**src/rtl/tag_rsdp_par.sv**
```systemverilog
`default_nettype none
// tag_rsdp_par -- RSDP tag inner product u = e + sum(ch_i*s_i) over GF(2^W-1), L coordinates per cycle.
// Optional macro TAG_RSDP_CANON_EN maps an all-ones final result to 0. Rev 1.0
module tag_rsdp_par #(
    parameter int W  = 7,
    parameter int N  = 34,
    parameter int L  = 1,
    parameter int KB = 3
) (
    input  logic                clk,
    input  logic                rst,
    input  logic                start,
    input  logic                sel_a,
    input  logic                sel_y,
    input  logic [N*W-1:0]      b,
    input  logic [N*W-1:0]      a,
    input  logic [N*(KB+1)-1:0] x,
    input  logic [N*(KB+1)-1:0] y,
    input  logic [W-1:0]        e,
    output logic                busy,
    output logic                done,
    output logic [W-1:0]        u
);
    localparam int SW    = KB + 1;
    localparam int STEPS = N / L;
    localparam int CW    = (STEPS > 1) ? $clog2(STEPS) : 1;
    localparam logic [CW-1:0] C_LAST = CW'(STEPS - 1);

    typedef enum logic [1:0] {
        S_IDLE = 2'd0,
        S_RUN  = 2'd1,
        S_DONE = 2'd2
    } state_t;

    state_t          state_q;
    logic [N*W-1:0]  ch_q;
    logic [N*SW-1:0] sec_q;
    logic [CW-1:0]   cnt_q;
    logic [W-1:0]    u_q;
    logic [W-1:0]    u_d;
    logic [W-1:0]    u_fin_d;
    logic [W-1:0]    t_d;
    logic            busy_q;
    logic            done_q;

    // End-around carry: the sum of two W-bit values never carries twice.
    function automatic logic [W-1:0] eac_add(input logic [W-1:0] p, input logic [W-1:0] q);
        logic [W:0] s;
        s = {1'b0, p} + {1'b0, q};
        return s[W-1:0] + {{(W-1){1'b0}}, s[W]};
    endfunction

    function automatic logic [W-1:0] rotl(input logic [W-1:0] v, input logic [KB-1:0] k);
        logic [2*W-1:0] dbl;
        int unsigned    r;
        r   = 32'(k) % 32'(W);
        dbl = {v, v} << r;
        return dbl[2*W-1:W];
    endfunction

    always_comb begin
        u_d = u_q;
        t_d = '0;
        for (int j = 0; j < L; j++) begin
            t_d = rotl(ch_q[j*W +: W], sec_q[j*SW +: KB]);
            if (sec_q[j*SW + KB]) begin
                t_d = ~t_d;
            end
            u_d = eac_add(u_d, t_d);
        end
    end

`ifdef TAG_RSDP_CANON_EN
    assign u_fin_d = (u_d == {W{1'b1}}) ? '0 : u_d;
`else
    assign u_fin_d = u_d;
`endif

    always_ff @(posedge clk or posedge rst) begin
        if (rst) begin
            state_q <= S_IDLE;
            ch_q    <= '0;
            sec_q   <= '0;
            cnt_q   <= '0;
            u_q     <= '0;
            busy_q  <= 1'b0;
            done_q  <= 1'b0;
        end else begin
            done_q <= 1'b0;
            case (state_q)
                S_RUN: begin
                    ch_q  <= ch_q >> (L*W);
                    sec_q <= sec_q >> (L*SW);
                    cnt_q <= cnt_q + CW'(1);
                    if (cnt_q == C_LAST) begin
                        u_q     <= u_fin_d;
                        busy_q  <= 1'b0;
                        done_q  <= 1'b1;
                        state_q <= S_DONE;
                    end else begin
                        u_q <= u_d;
                    end
                end
                default: begin
                    if (start) begin
                        ch_q    <= sel_a ? a : b;
                        sec_q   <= sel_y ? y : x;
                        u_q     <= e;
                        cnt_q   <= '0;
                        busy_q  <= 1'b1;
                        state_q <= S_RUN;
                    end else begin
                        state_q <= S_IDLE;
                    end
                end
            endcase
        end
    end

    assign busy = busy_q;
    assign done = done_q;
    assign u    = u_q;

endmodule
`default_nettype wire

```
**config.mk**
```make
export PLATFORM = sky130hd
export DESIGN_NAME = tag_rsdp_par
export DESIGN_NICKNAME = d
export VERILOG_FILES = /design/src/rtl/tag_rsdp_par.sv
export SDC_FILE = /design/constraint.sdc
export NUM_CORES = 1
export LEC_CHECK = 0
export ABC_AREA = 1
export CAP_MARGIN = 25
export CELL_PAD_IN_SITES_DETAIL_PLACEMENT = 2
export CELL_PAD_IN_SITES_GLOBAL_PLACEMENT = 2
export CORE_AREA = 2 2 299 301
export DETAILED_ROUTE_END_ITERATION = 16
export DIE_AREA = 0 0 301 303
export PLACE_DENSITY = 0.89
export REMOVE_ABC_BUFFERS = 1
export SLEW_MARGIN = 5
export SYNTH_ARGS = -nofsm -noshare
export SYNTH_HDL_FRONTEND = slang
export SYNTH_SLANG_ARGS = --single-unit
```
**constraint.sdc**
```tcl
create_clock -name clk -period 13.2 [get_ports clk]
set_input_delay 1.32 -clock clk [delete_from_list [all_inputs] [get_ports clk]]
set_output_delay 1.32 -clock clk [all_outputs]
set_load 0.05 [all_outputs]
```
==> results of run 1 <==
-- stage by stage --
stage,setup slack (ns),std cells,setup TNS [ns],total power [mW]
2_1_floorplan,-7.297,2367,-2546.52,2.844
3_3_place_gp,8.122,4321,0,3.448
3_5_place_dp,7.997,4321,0,3.572
4_1_cts,8.643,4406,0,4.983
5_1_grt,8.239,4442,0,5.272
6_report,8.613,4446,0,4.928
-- critical path, cell delays in order --
cell             delay [ns]
clkdlybuf4s50_1        0.46
nor2_4                 0.69
buf_4                  0.71
buf_4                  0.66
buf_4                  0.78
nand2_1                0.13
o311ai_0               0.17
-- cells in the mapped netlist --
| library cell | count | share of area, % |
|---|---|---|
| ha_1 | 13 | 0.79 |
| o211ai_1 | 1 | 0.037 |
| nor3_1 | 2 | 0.049 |
| mux2i_1 | 11 | 0.54 |
| clkbuf_1 | 137 | 2.5 |
| buf_4 | 1 | 0.037 |
| o21ai_2 | 1 | 0.043 |
| o311ai_0 | 223 | 9.5 |
| inv_2 | 1 | 0.018 |
| nand2_1 | 846 | 15 |
| a221o_1 | 118 | 5.8 |
| nor2_1 | 503 | 9.2 |
| o311ai_1 | 23 | 0.98 |
| o22ai_1 | 2 | 0.061 |
| nand3_1 | 47 | 1.1 |
| nand4_1 | 3 | 0.091 |
| o21ai_0 | 15 | 0.37 |
| a22o_1 | 1 | 0.043 |
| inv_1 | 32 | 0.59 |
| nor2_4 | 2 | 0.11 |
| buf_2 | 63 | 1.5 |
| xor2_1 | 1 | 0.043 |
| buf_1 | 5 | 0.091 |
| a21oi_1 | 126 | 3.1 |
| nand3b_1 | 1 | 0.037 |
| clkinv_1 | 2 | 0.037 |
| fa_1 | 1 | 0.098 |
| o21bai_1 | 1 | 0.037 |
| dfrtp_1 | 391 | 48 |
-- final timing paths --
check / start / to / cells after the start
min in group asynchronous: rst / sec_q[88] / 2
setup reg to reg: sec_q[1] / u[6] / 26
max in group asynchronous: rst / u[4] / 5
setup / recovery: start / ch_q[141] / 7
hold / removal: ch_q[235] / ch_q[235] / 2
hold reg to reg: ch_q[235] / ch_q[235] / 2
-- registers in the layout (all words and copies together) (netlist names) --
| register | count |
|---|---|
| state_q | 2 |
| u | 7 |
| cnt_q | 6 |
| sec_q | 136 |
| ch_q | 238 |
| done | 1 |
| busy | 1 |
-- area by class of cell --
| type | count | area, sq um |
|---|---|---|
| Fill cell | 9942 | 57190 |
| Sequential cell | 391 | 9784 |
| Multi-Input combinational cell | 1941 | 9753 |
| Timing Repair Buffer | 791 | 7939 |
| Clock buffer | 74 | 1503 |
| Tap cell | 1165 | 1458 |
| Inverter | 35 | 156.4 |
| Antenna cell | 38 | 95.09 |
| Clock inverter | 11 | 88.84 |
-- where the power goes --
part	leakage (nW)	internal, mW	switching (mW)
Clock	0.786	0.798	0.562
Sequential	5.25	1.62	0.298
Combinational	6.72	0.727	0.926
Total	12.8	3.14	1.79
-- layer usage --
metal | track usage [%] | wire length (um) | up-vias
met3 | 5.320 | 6529 | 172
met4 | 9.157 | 3492 | 10
met2 | 37.25 | 51210 | 678
met1 | 23.69 | 38370 | 11340
met5 | 0 | 67 | -
li1 | - | - | 10200
-- kinds of logic after synthesis --
group	Yosys count	share of synthesized area, %
fa+ha+maj	14	0.8904
simple gates	1404	26.11
buf+inv	241	4.812
flops	391	47.69
compound gates	511	19.92
mux	11	0.5367
xor+xnor	1	0.04270
==> results.md, run 1 <==
* Status: complete, no violations
* Grt total ovfl at 0
* Postcts setup bufs at 0
* DR WL/cell at 22.42 um
* Leading cell type in the layout, fill and taps excluded: nand2_1
* Min-delay worst type: reg -> reg
* Antenna-violating nets left at 0
* Initial Utilization at 23.32%
* First-pass DRT Iterations at 7
* Arrival time at the worst endpoint at 5.04 ns
* Resize count post-CTS at 0
* DRC violations left at 0
* Hold Worst Slack at 0.4947 ns
* Unique cell type count in the Yosys netlist at 29
* Worst-path clk slew at 0.06 ns
* Final setup fails at 0
* Horiz. Die Dim at 301 um
* Clock Skew at 0.02354 ns
* R2r setup slk at 8.79 ns
* DIE AREA at 91200 sq um
* RSZ-0062 raised after global routing: no
* DR vias/cell at 5.037
* Port Buf Inserts at 768
* Design area at 30780 sq um
* Crit end category: flip-flop
* Via count at 22400
* Avg Cell Area, Syn at 7.974 sq um
* Crit-path max FO at 79
* Root Buffer: clkbuf_16
* CTS buffer count at 49
* Worst Max-Slew Pin Slew at 1.009 ns
* Syn Inst Count at 2573
* Final Max Tran Viols at 0
* Largest net degree at the start of global routing at 160
* Nets@finish at 3983
* Iteration-0 DRC Markers at 1273
* H-tree depth at 2
* GRT Util Overall at 20.96%
* CTS tree: yes
* Hold buffers post-CTS at 0
* Row cnt at 109
* Pleak at 12.76 nW
* Most frequent cells in the layout: 846 x nand2_1, 766 x clkdlybuf4s50_1, 502 x nor2_1
* DP Wirelength at 70.05 mm
* Seq cells post-synth at 391
* Sequential area share after synthesis at 47.69%
* I/O pins at 769
* Vias in the first global route at 24740
* Initial antenna violation count at 41
* Gpl congestion at 0.8227
* Fin util at 34.99%
* VDD IR max at 139.7 uV
* Routed wire length at 99.67 mm
* Clk buf depth at 3
* Clk_lat worst skew at 0.58 ns
* Global-route wire length before repair at 149.3 mm
* Required @ worst endpoint at 13.65 ns
* Hold Violations, Final at 0
* F_max at 218.0 MHz
* Relative slew slack at 32.73%
* Post-synthesis cell area at 20520 sq um
* Syn. warnings at 0
* Placed Instance Area at 29040 sq um
* Die H at 303 um
* Clock Sink Count at 391
* Maxcap violations at 0
* Min cycle time layout at 4.587 ns
* Core ar. at 87970 sq um
* Critical path class: in -> reg
* CP Launch Type: input port
* Layout area overhead at 50.01%
* Fin crit share at 34.75%
* Layout cells sized above 1 at 3.361%
* Pwr Density at 160.1 nW/um^2
Note: power is estimated with default switching activity, not from simulation.
==> run 2, diff against run 1 <==
==> constraint.sdc (replaced) <==
create_clock -name clk -period 4.5 [get_ports clk]
set_input_delay 0.45 -clock clk [delete_from_list [all_inputs] [get_ports clk]]
set_output_delay 0.45 -clock clk [all_outputs]
set_load 0.05 [all_outputs]
==> run 2 against run 1 <==
  * Utilization up 0.34 points
  * Via count about the same
  * Sequential power rose to 2.9 times the previous value
  * Non-clock buffer count up 16
  * Final area up 0.96%
  * Flip-flop and latch count unchanged
  * Sequential share of layout area down 0.30 points
  * Worst hold slack worse by 0.049 ns
  * Routed wire length down 0.15%
  * Combinational power rose to 3.0 times the previous value
  * Setup slack worse by 8.1 ns
  * Clock power rose to 3.0 times the previous value
  * Critical path type is now reg -> reg
==> results.md, run 2 (synthesis results as in run 1) <==
* H-tree depth at 2
* Initial antenna violation count at 37
* Pleak at 12.90 nW
* Resize count post-CTS at 0
* Min-delay worst type: in -> async
* Clock Sink Count at 391
* Placed Instance Area at 29350 sq um
* Hold Violations, Final at 0
* Gpl congestion at 0.8436
* Pwr Density at 469.8 nW/um^2
* GRT Util Overall at 20.94%
* Layout area overhead at 51.45%
* Iteration-0 DRC Markers at 1324
* Routed wire length at 99.52 mm
* Worst-path clk slew at 0.06 ns
* Most Frequent Cell on Critical Path: nand2_1
* DIE AREA at 91200 sq um
* DRC violations left at 0
* CP max-delay cell: dfrtp_1
* Min cycle time layout at 3.985 ns
* R2r setup slk at 0.52 ns
* Clock Skew at 0.02111 ns
* Reg2Reg Capture Point: u[6]
* Nets@finish at 3999
* Fin crit share at 88.55%
* Critical path class: reg -> reg
* Initial Utilization at 23.32%
* Crit end category: flip-flop
* Clk_lat worst skew at 0.59 ns
* DR WL/cell at 22.32 um
* Required @ worst endpoint at 5.01 ns
* Hold buffers post-CTS at 0
* Maxcap violations at 0
* Via count at 22370
* Leading cell type in the layout, fill and taps excluded: nand2_1
* Postcts setup bufs at 0
* Worst stage delay on the critical path at 0.45 ns
* Relative slew slack at 22.66%
* Largest net degree at the start of global routing at 183
* Design area at 31070 sq um
* Final setup fails at 0
* Status: complete, no violations
* Port Buf Inserts at 768
* Antenna-violating nets left at 0
* CTS tree: yes
* Post-route setup slack at 0.5154 ns
* Die H at 303 um
* Max reg flops at 238
* R2R cell count at 28
* Core ar. at 87970 sq um
* Global-route wire length before repair at 148.6 mm
* Fill cell count at 9969
* Largest register by flop count: ch_q
* CTS buffer count at 49
* First-pass DRT Iterations at 4
* F_max at 251.0 MHz
* Worst Max-Slew Pin Slew at 1.160 ns
* Most frequent cells in the layout: 844 x nand2_1, 766 x clkdlybuf4s50_1, 500 x nor2_1
* CP Launch Type: flip-flop
* Row cnt at 109
* Setup TNS at 0 ns
* DP Wirelength at 71.19 mm
* Final Max Tran Viols at 0
* Horiz. Die Dim at 301 um
* I/O pins at 769
* Layout cells sized above 1 at 3.984%
* Design Power at 14.60 mW
* Crit-path max FO at 8
* Clk buf depth at 3
* Vias in the first global route at 24900
* Root Buffer: clkbuf_16
* R2R Path Start: sec_q[0]
* VDD IR max at 402.6 uV
* Grt total ovfl at 0
* DR vias/cell at 5.019
* Setup Slack @ Placement at 0.2716 ns
* Arrival time at the worst endpoint at 4.49 ns
run 2: cell types whose count changed in the layout (fill, tap and decap cells not counted), moves of 3 or more:
cell,before,now
clkbuf_1,9,13
clkbuf_8,15,12
diode_2,38,30
buf_4,19,23
buf_12,3,17
run 2: critical path, delay by kind of cell, from the launching register on:
| family | cells | cell delay, ns |
|---|---|---|
| and+or+nand+nor | 20 | 2.07 |
| adders and majority gates | 4 | 1.01 |
| DFF | 1 | 0.45 |
| AOI/OAI and AO/OA | 2 | 0.26 |
| buffers and inverters | 2 | 0.14 |
run 2: where the power goes:
part	internal [mW]	switching (mW)
Combinational	2.18	2.75
Clock	2.40	1.67
Sequential	4.74	0.849
run 2: layout make-up:
| type | count | area [sq um] | area share (%) |
|---|---|---|---|
| multi-input combinational | 1941 | 9778 | 31.47 |
| inverter | 35 | 156.4 | 0.5033 |
| clock buffer | 74 | 1451 | 4.671 |
| timing repair buffer | 807 | 8194 | 26.37 |
| sequential | 391 | 9784 | 31.49 |
| tap | 1165 | 1458 | 4.691 |
| clock inverter | 15 | 176.4 | 0.5677 |
| antenna | 30 | 75.07 | 0.2416 |
run 2: per-layer routing:
metal | routed length, um | part of all wire (%) | GRT usage (%)
met1 | 38470 | 39 | 24.02
met2 | 50410 | 51 | 36.38
met3 | 6205 | 6.2 | 5.091
met4 | 4377 | 4.4 | 10.40
met5 | 49 | 0.049 | 0
run 2: per-stage QoR:
step	hold WS (ns)	util [%]	std cells
after floorplan	0.4534	-	2367
after CTS	0.4271	35.21	4428
after detailed placement	0.4820	33.36	4339
final	0.4461	35.32	4458
after global placement	0.4672	33.36	4339
after global routing	0.4587	35.32	4457
run 2: worst max path at each step:
stage	startpoint	endpoint	slack [ns]	cells past startpoint
after floorplan	state_q[1]	ch_q[197]	-16.00	3
after global placement	sec_q[0]	u[6]	0.61	26
after detailed placement	sec_q[0]	u[6]	0.27	27
after CTS	sec_q[0]	u[6]	0.28	27
after global routing	sec_q[0]	u[6]	-0.0008	30
final	sec_q[0]	u[6]	0.52	28
==> run 3, diff against run 2 <==
--- a/config.mk
+++ b/config.mk
@@ -14,6 +14,7 @@
 export DIE_AREA = 0 0 301 303
 export PLACE_DENSITY = 0.89
 export REMOVE_ABC_BUFFERS = 1
+export SKIP_CTS_REPAIR_TIMING = 1
 export SLEW_MARGIN = 5
 export SYNTH_ARGS = -nofsm -noshare
 export SYNTH_HDL_FRONTEND = slang
==> results of run 3 <==
No change in the layout: final DEF, timing and power equal those of run 2.
